[config.mk]
export PLATFORM = sky130hd
export DESIGN_NAME = instr_fetch_unit
export DESIGN_NICKNAME = d
export VERILOG_FILES = /design/src/rtl/instr_fetch_unit.sv
export SDC_FILE = /design/constraint.sdc
export NUM_CORES = 1
export LEC_CHECK = 0
export CORE_MARGIN = 2
export CORE_UTILIZATION = 35
export DETAILED_ROUTE_END_ITERATION = 12
export PLACE_DENSITY_LB_ADDON = 0.2
export SLEW_MARGIN = 10
export SYNTH_ARGS = -nofsm -noshare
export SYNTH_HDL_FRONTEND = slang
export SYNTH_SLANG_ARGS = --single-unit
[constraint.sdc]
create_clock -name clk -period 3.34 [get_ports clk]
set_input_delay 0.668 -clock clk [delete_from_list [all_inputs] [get_ports clk]]
set_output_delay 0.668 -clock clk [all_outputs]
set_load 0.005 [all_outputs]
[src/rtl/instr_fetch_unit.sv]
// Instruction fetch unit: credit-limited request issue, in-order response
// buffering with PC tags, and redirect handling with in-flight response discard.
module instr_fetch_unit #(
   parameter int unsigned    XLEN     = 32,
   parameter int unsigned    ILEN     = 32,
   parameter int unsigned    DEPTH    = 4,
   parameter logic [XLEN-1:0] PC_START = '0,
   parameter int unsigned    PC_STEP  = 4
) (
   input  logic            clk,
   input  logic            rst,
   input  logic            fetch_en,
   output logic            imem_req_valid,
   input  logic            imem_req_ready,
   output logic [XLEN-1:0] imem_req_addr,
   input  logic            imem_resp_valid,
   input  logic [ILEN-1:0] imem_resp_data,
   input  logic            redirect_valid,
   input  logic [XLEN-1:0] redirect_addr,
   output logic            instr_valid,
   input  logic            instr_ready,
   output logic [ILEN-1:0] instr,
   output logic [XLEN-1:0] instr_pc
);

   localparam int unsigned     CW      = $clog2(DEPTH) + 1;
   localparam int unsigned     PW      = $clog2(DEPTH);
   localparam logic [CW:0]     DEPTH_C = (CW+1)'(DEPTH);
   localparam logic [XLEN-1:0] STEP_C  = XLEN'(PC_STEP);

   typedef enum logic [1:0] {
      IDLE,
      FETCH,
      FLUSH
   } state_e;

   state_e          state_q;
   logic [XLEN-1:0] fetch_pc_q, fetch_pc_d;
   logic [XLEN-1:0] resp_pc_q, resp_pc_d;
   logic [CW-1:0]   out_q, out_d;
   logic [CW-1:0]   discard_q, discard_d;
   logic [CW-1:0]   count_q, count_d;
   logic [PW-1:0]   head_q, head_d;
   logic [PW-1:0]   tail_q, tail_d;
   logic [ILEN-1:0] instr_mem_q [DEPTH];
   logic [XLEN-1:0] pc_mem_q    [DEPTH];

   logic            accept;
   logic            pop;
   logic            resp;
   logic            push;
   logic [XLEN-1:0] redirect_pc;
   logic            unused_redirect_lsbs;

   assign redirect_pc          = {redirect_addr[XLEN-1:2], 2'b00};
   assign unused_redirect_lsbs = ^redirect_addr[1:0];

   // Credits cover both in-flight requests and buffered entries, so every
   // response that is not being discarded is guaranteed a free slot.
   assign imem_req_valid = !rst && (state_q == FETCH) && fetch_en && !redirect_valid &&
                           (({1'b0, out_q} + {1'b0, count_q}) < DEPTH_C);
   assign imem_req_addr  = fetch_pc_q;

   assign instr_valid = !rst && (count_q != '0);
   assign instr       = instr_mem_q[head_q];
   assign instr_pc    = pc_mem_q[head_q];

   assign accept = imem_req_valid && imem_req_ready;
   assign pop    = instr_valid && instr_ready;
   assign resp   = imem_resp_valid && !rst;
   assign push   = resp && !redirect_valid && (discard_q == '0);

   always_comb begin
      out_d      = out_q + CW'(accept) - CW'(resp);
      fetch_pc_d = accept ? fetch_pc_q + STEP_C : fetch_pc_q;
      resp_pc_d  = push ? resp_pc_q + STEP_C : resp_pc_q;
      discard_d  = (resp && (discard_q != '0)) ? discard_q - CW'(1) : discard_q;
      head_d     = pop ? head_q + PW'(1) : head_q;
      tail_d     = push ? tail_q + PW'(1) : tail_q;
      count_d    = count_q + CW'(push) - CW'(pop);
      // The pop above is still honoured; the buffer is then emptied.
      if (redirect_valid) begin
         fetch_pc_d = redirect_pc;
         resp_pc_d  = redirect_pc;
         discard_d  = out_d;
         head_d     = '0;
         tail_d     = '0;
         count_d    = '0;
      end
   end

   always_ff @(posedge clk) begin
      if (rst) begin
         state_q    <= IDLE;
         fetch_pc_q <= PC_START;
         resp_pc_q  <= PC_START;
         out_q      <= '0;
         discard_q  <= '0;
         count_q    <= '0;
         head_q     <= '0;
         tail_q     <= '0;
      end else begin
         fetch_pc_q <= fetch_pc_d;
         resp_pc_q  <= resp_pc_d;
         out_q      <= out_d;
         discard_q  <= discard_d;
         count_q    <= count_d;
         head_q     <= head_d;
         tail_q     <= tail_d;
         if (redirect_valid) begin
            if (discard_d != '0) state_q <= FLUSH;
            else                 state_q <= fetch_en ? FETCH : IDLE;
         end else begin
            case (state_q)
               IDLE:    if (fetch_en) state_q <= FETCH;
               FETCH:   if (!fetch_en) state_q <= IDLE;
               FLUSH:   if (discard_d == '0) state_q <= fetch_en ? FETCH : IDLE;
               default: state_q <= IDLE;
            endcase
         end
      end
   end

   // NOTE: buffer storage has no reset; count_q alone decides which entries are live.
   always_ff @(posedge clk) begin
      if (push) begin
         instr_mem_q[tail_q] <= imem_resp_data;
         pc_mem_q[tail_q]    <= resp_pc_q;
      end
   end

endmodule
; Yosys cells after proc, flatten, opt, wreduce, memory -nomap -nowiden
; Memories as Yosys holds them, arrays and structs flattened. A register that Yosys moved wholly into a read port is not among the register bits.
; Cells that the tools add are included.
[word_totals]
register_bits = 79
latch_bits = 0
mem_bits_rw = 256
romBits = 0
inputBits = 71
out_inout_bits = 98
word_cells = 70
mem_count = 2
[op_classes]
n_addsub = 10
n_mul = 0
n_div = 0
magnitude_cmp = 1
eq_ne = 5
shift = 0
mux = 19
n_bitwise = 0
reduce_logical = 23
[memory_table]
columns = name, words, word_bits, rd, rd_clocked_by_memory_dff, wr, line
row1 = instr_mem_q, 4, 32, 1, 1, 1, 45  ; logic [ILEN-1:0] instr_mem_q [DEPTH];
row2 = pc_mem_q, 4, 32, 1, 1, 1, 46  ; logic [XLEN-1:0] pc_mem_q [DEPTH];
[op_table]
columns = op, count
row1 = $mux 32, 4
row2 = $add 32x3->32 const B, 2
row3 = $mux 2, 9
row4 = $logic_and 1x1->1, 11
row5 = $ne 3x3->1 const B, 3
row6 = $reduce_bool 3->1, 3
row7 = $add 3x1->3, 2
row8 = $logic_not 3->1, 2
row9 = $mux 3, 2
row10 = $pmux 2 s3, 1
row11 = $sub 3x1->3, 2
row12 = $add 2x1->2 const B, 2
row13 = $add 3x3->4, 1
row14 = $lt 4x3->1 const B, 1
row15 = $reduce_bool 2->1, 2
row16 = $mux 1, 3
row17 = $reduce_and 3->1, 1
row18 = $sub 3x1->3 const B, 1
row19 = $eq 2x1->1 const B, 1
row20 = $eq 2x2->1 const B, 1
row21 = $logic_not 1->1, 2
row22 = $logic_not 2->1, 1
row23 = $reduce_or 2->1, 1

; Depth between registers and ports, before layout
[depth]
depth_word = 13
mapped_depth = 13
depth_no_buf = 13

; Worst setup path after synthesis
; Ideal clock, no wire load.
[synth_timing]
kind = input port to flip-flop
startpoint = in imem_resp_valid
endpoint = mem instr_mem_q[0][0] (enable)
setup_ns = 0.427
arrival_ns = 2.649
required_time_ns = 2.913
slack_ns = 0.264
cell_stages = 3
path_cell_list = and3b_1 -> clkbuf_1 -> and3_1
[synth_between]
elab_chain_cells = 5
[synth_lines]
columns = element, line
row1 = from (decl), 16  ; input logic imem_resp_valid,
row2 = $logic_and 1x1->1, 70  ; assign resp = imem_resp_valid && !rst;
row3 = $logic_and 1x1->1 (2 in series), 71  ; assign push = resp && !redirect_valid && (discard_q == '0);
row4 = $mux 1, 126  ; if (push) begin
row5 = $mux 1 (not written as such), 127  ; instr_mem_q[tail_q] <= imem_resp_data;
row6 = to (decl), 45
; No other way between the ends.

==> flow_metrics.env <==
export IMPL_crit_chain="buf_4, mux4_2, clkdlybuf4s50_1"
export IMPL_ys_warnings_count=0
export IMPL_first_iter_violations=451
export IMPL_grt_pass1_wl_mm=47.8
export IMPL_cp_required_ps=2670
export IMPL_p_leak_nw=5.51
export IMPL_cts_made_buffers=36
export IMPL_path_buf_inv=2
export IMPL_rows=71
export IMPL_worst_pin_slew_ps=670
export IMPL_met1Wirelength_mm=14.1
export IMPL_cts_root_buf="clkbuf_16"
export IMPL_setup_tns_ps=0
export IMPL_hold_ws_ps=496
export IMPL_antenna_cells=0
export IMPL_core_region_area_sq_um=37700
export IMPL_vias=8204
export IMPL_grt_pass1_vias=8313
export IMPL_path_class="reg -> out"
export IMPL_synth_area_leaders="edfxtp_1 56%, dfxtp_1 12%, mux4_2 10%"
export IMPL_grt_max_degree=63
export IMPL_yosys_register_bits=325
export IMPL_worst_setup_path_end_kind="output port"
export IMPL_min_path_type="reg -> reg"
export IMPL_wire_per_inst_um=19.5
export IMPL_wl_met3_mm=1.84
export IMPL_totalWireLength_mm=31.0
export IMPL_cts_buffer_depth=3
export IMPL_yosysSeqAreaShare=0.671
export IMPL_antenna_found_initial=0
export IMPL_crit_fanout=21
export IMPL_die_h_um=200
export IMPL_grtUsageTotal=0.158
export IMPL_netlist_area_leader_share=0.556
export IMPL_postCtsSetupRepairBufs=0
export IMPL_area_growth_pct=26.6
export IMPL_overflow=0
export IMPL_slew_viol_final=0
export IMPL_detailed_place_hpwl_mm=20.4
export IMPL_layout_commonest_cell="edfxtp_1"
export IMPL_hold_viol=0
export IMPL_syn_cell_area_sq_um=13400
export IMPL_ys_types=73
export IMPL_startpoint_type="flip-flop"
export IMPL_path_clk_slew_ps=60
export IMPL_min_period_over_period=0.909
export IMPL_rsz0062_at_grt="false"
export IMPL_die_area_sq_um=39900
export IMPL_io_pins=169
export IMPL_cts_sinks=325
export IMPL_die_w_um=200
export IMPL_final_cell_mix="248 x edfxtp_1, 160 x clkdlybuf4s50_1, 75 x dfxtp_1, 62 x mux4_2, 60 x nand2_1"
export IMPL_fin_worst_skew_ps=17.5
export IMPL_nNetsFinal=1139
export IMPL_clk_latency_ps=520
export IMPL_vias_per_cell=5.16
export IMPL_place_congestion=0.806
export IMPL_highest_layer="met4"
export IMPL_critPathMaxStageDelay_ps=560
export IMPL_initial_core_util=0.356
export IMPL_max_freq_ghz=0.329
export IMPL_cts_tree="done"
export IMPL_h_tree_depth=2
export IMPL_setup_viol_count_final=0
export IMPL_drive_gt1_frac=0.152
export IMPL_maxCapViolCount=0
export IMPL_post_route_util=0.450
export IMPL_postSynthAreaPerCell_sq_um=15.5
export IMPL_io_buffers=162
export IMPL_synthCells=867
export IMPL_async_reset_ff_frac=0
export IMPL_synth_edf_count=248
export IMPL_drc_errors=0
export IMPL_yosysTopAreaCell="edfxtp_1"
export IMPL_cp_arrival_ps=2370
export IMPL_layout_min_cycle_time_ps=3040
export IMPL_drt_pass1_iter_count=5
export IMPL_cts_hold_buf=0
export IMPL_max_slew_margin=0.552
export IMPL_peakVddDrop_mv=0.280
export IMPL_cp_slowest_cell="mux4_2"
export IMPL_power_density_nw_per_um2=541
export IMPL_synthFlopType="edfxtp_1"
export IMPL_status="complete, no violations"
export IMPL_cts_resized=0
export IMPL_path_delay_family="buffers and inverters"
export IMPL_wl_met2_mm=14.4
export IMPL_antenna_left=0
## tightest hold or removal path: stages, from the launching register on
cell,delay [ps]
dfxtp_1,340
nand2_1,60
a21oi_1,50
## per-layer routing
metal / vias to the layer above / track usage
li1: 3799 / -
met1: 4100 / 0.215
met2: 257 / 0.257
met3: 48 / 0.0292
met4: 0 / 0.0447
met5: - / 0
## layout make-up
type | instances | area, sq um
well taps | 511 | 639
multi-input cells | 480 | 4150
inverters | 21 | 78.8
fillers | 3396 | 20700
clock inverters | 18 | 233
repair buffers | 188 | 1890
flip-flops and latches | 325 | 8990
clock buffers | 46 | 975
## registers in the layout (all words and copies together) (netlist names), named ones only
register	cells
resp_pc_q	30
out_q	3
pc_mem_q	120
count_q	3
tail_q	2
state_q	2
discard_q	3
imem_req_addr	30
head_q	2
instr_mem_q	128
## synthesized netlist by cell type, drive strengths merged, types with 17 or more instances
cell type / n
a21oi: 25
a31oi: 19
and3: 17
buf: 17
clkbuf: 27
dfxtp: 77
edfxtp: 248
inv: 20
mux4: 62
nand2: 60
nand3: 22
nand4: 22
nor2: 44
xor2: 21
## path summary, 6_finish.rpt
path / start / to / slack, ps / cells after the start
worst min-delay path: tail_q[0] / tail_q[0] / 500 / 2
worst max register to register: count_q[2] / state_q[1] / 500 / 12
worst max-delay path: flip-flop / instr_pc[15] / 300 / 3
worst min register to register: tail_q[0] / tail_q[0] / 500 / 2
## stage by stage
stage | total power, mW | area, sq um | instances | setup WS [ps]
after global placement | 5.21 | 15800 | 1525 | 102
after floorplan | 4.88 | 13400 | 870 | 264
final | 9.18 | 17000 | 1589 | 305
after CTS | 9.31 | 17000 | 1589 | 236
after detailed placement | 5.21 | 15800 | 1525 | 13.6
after global routing | 9.52 | 17000 | 1589 | 187
## cells by family after synthesis
| kind of cell | count (synthesis) | synth area share |
|---|---|---|
| fa+ha+maj | 16 | 0.0161 |
| flops | 325 | 0.671 |
| other cells | 1 | 0.000280 |
| xor+xnor | 34 | 0.0222 |
| mux | 67 | 0.108 |
| compound gates | 122 | 0.0623 |
| buf+inv | 65 | 0.0207 |
| simple gates | 237 | 0.0995 |
## power breakdown
group / internal, mW / total (mW) / switching, mW
combinational: 0.295 / 0.559 / 0.264
clock: 2.52 / 4.06 / 1.54
sequential: 4.45 / 4.57 / 0.114
Note: power is estimated with default switching activity, not from simulation.
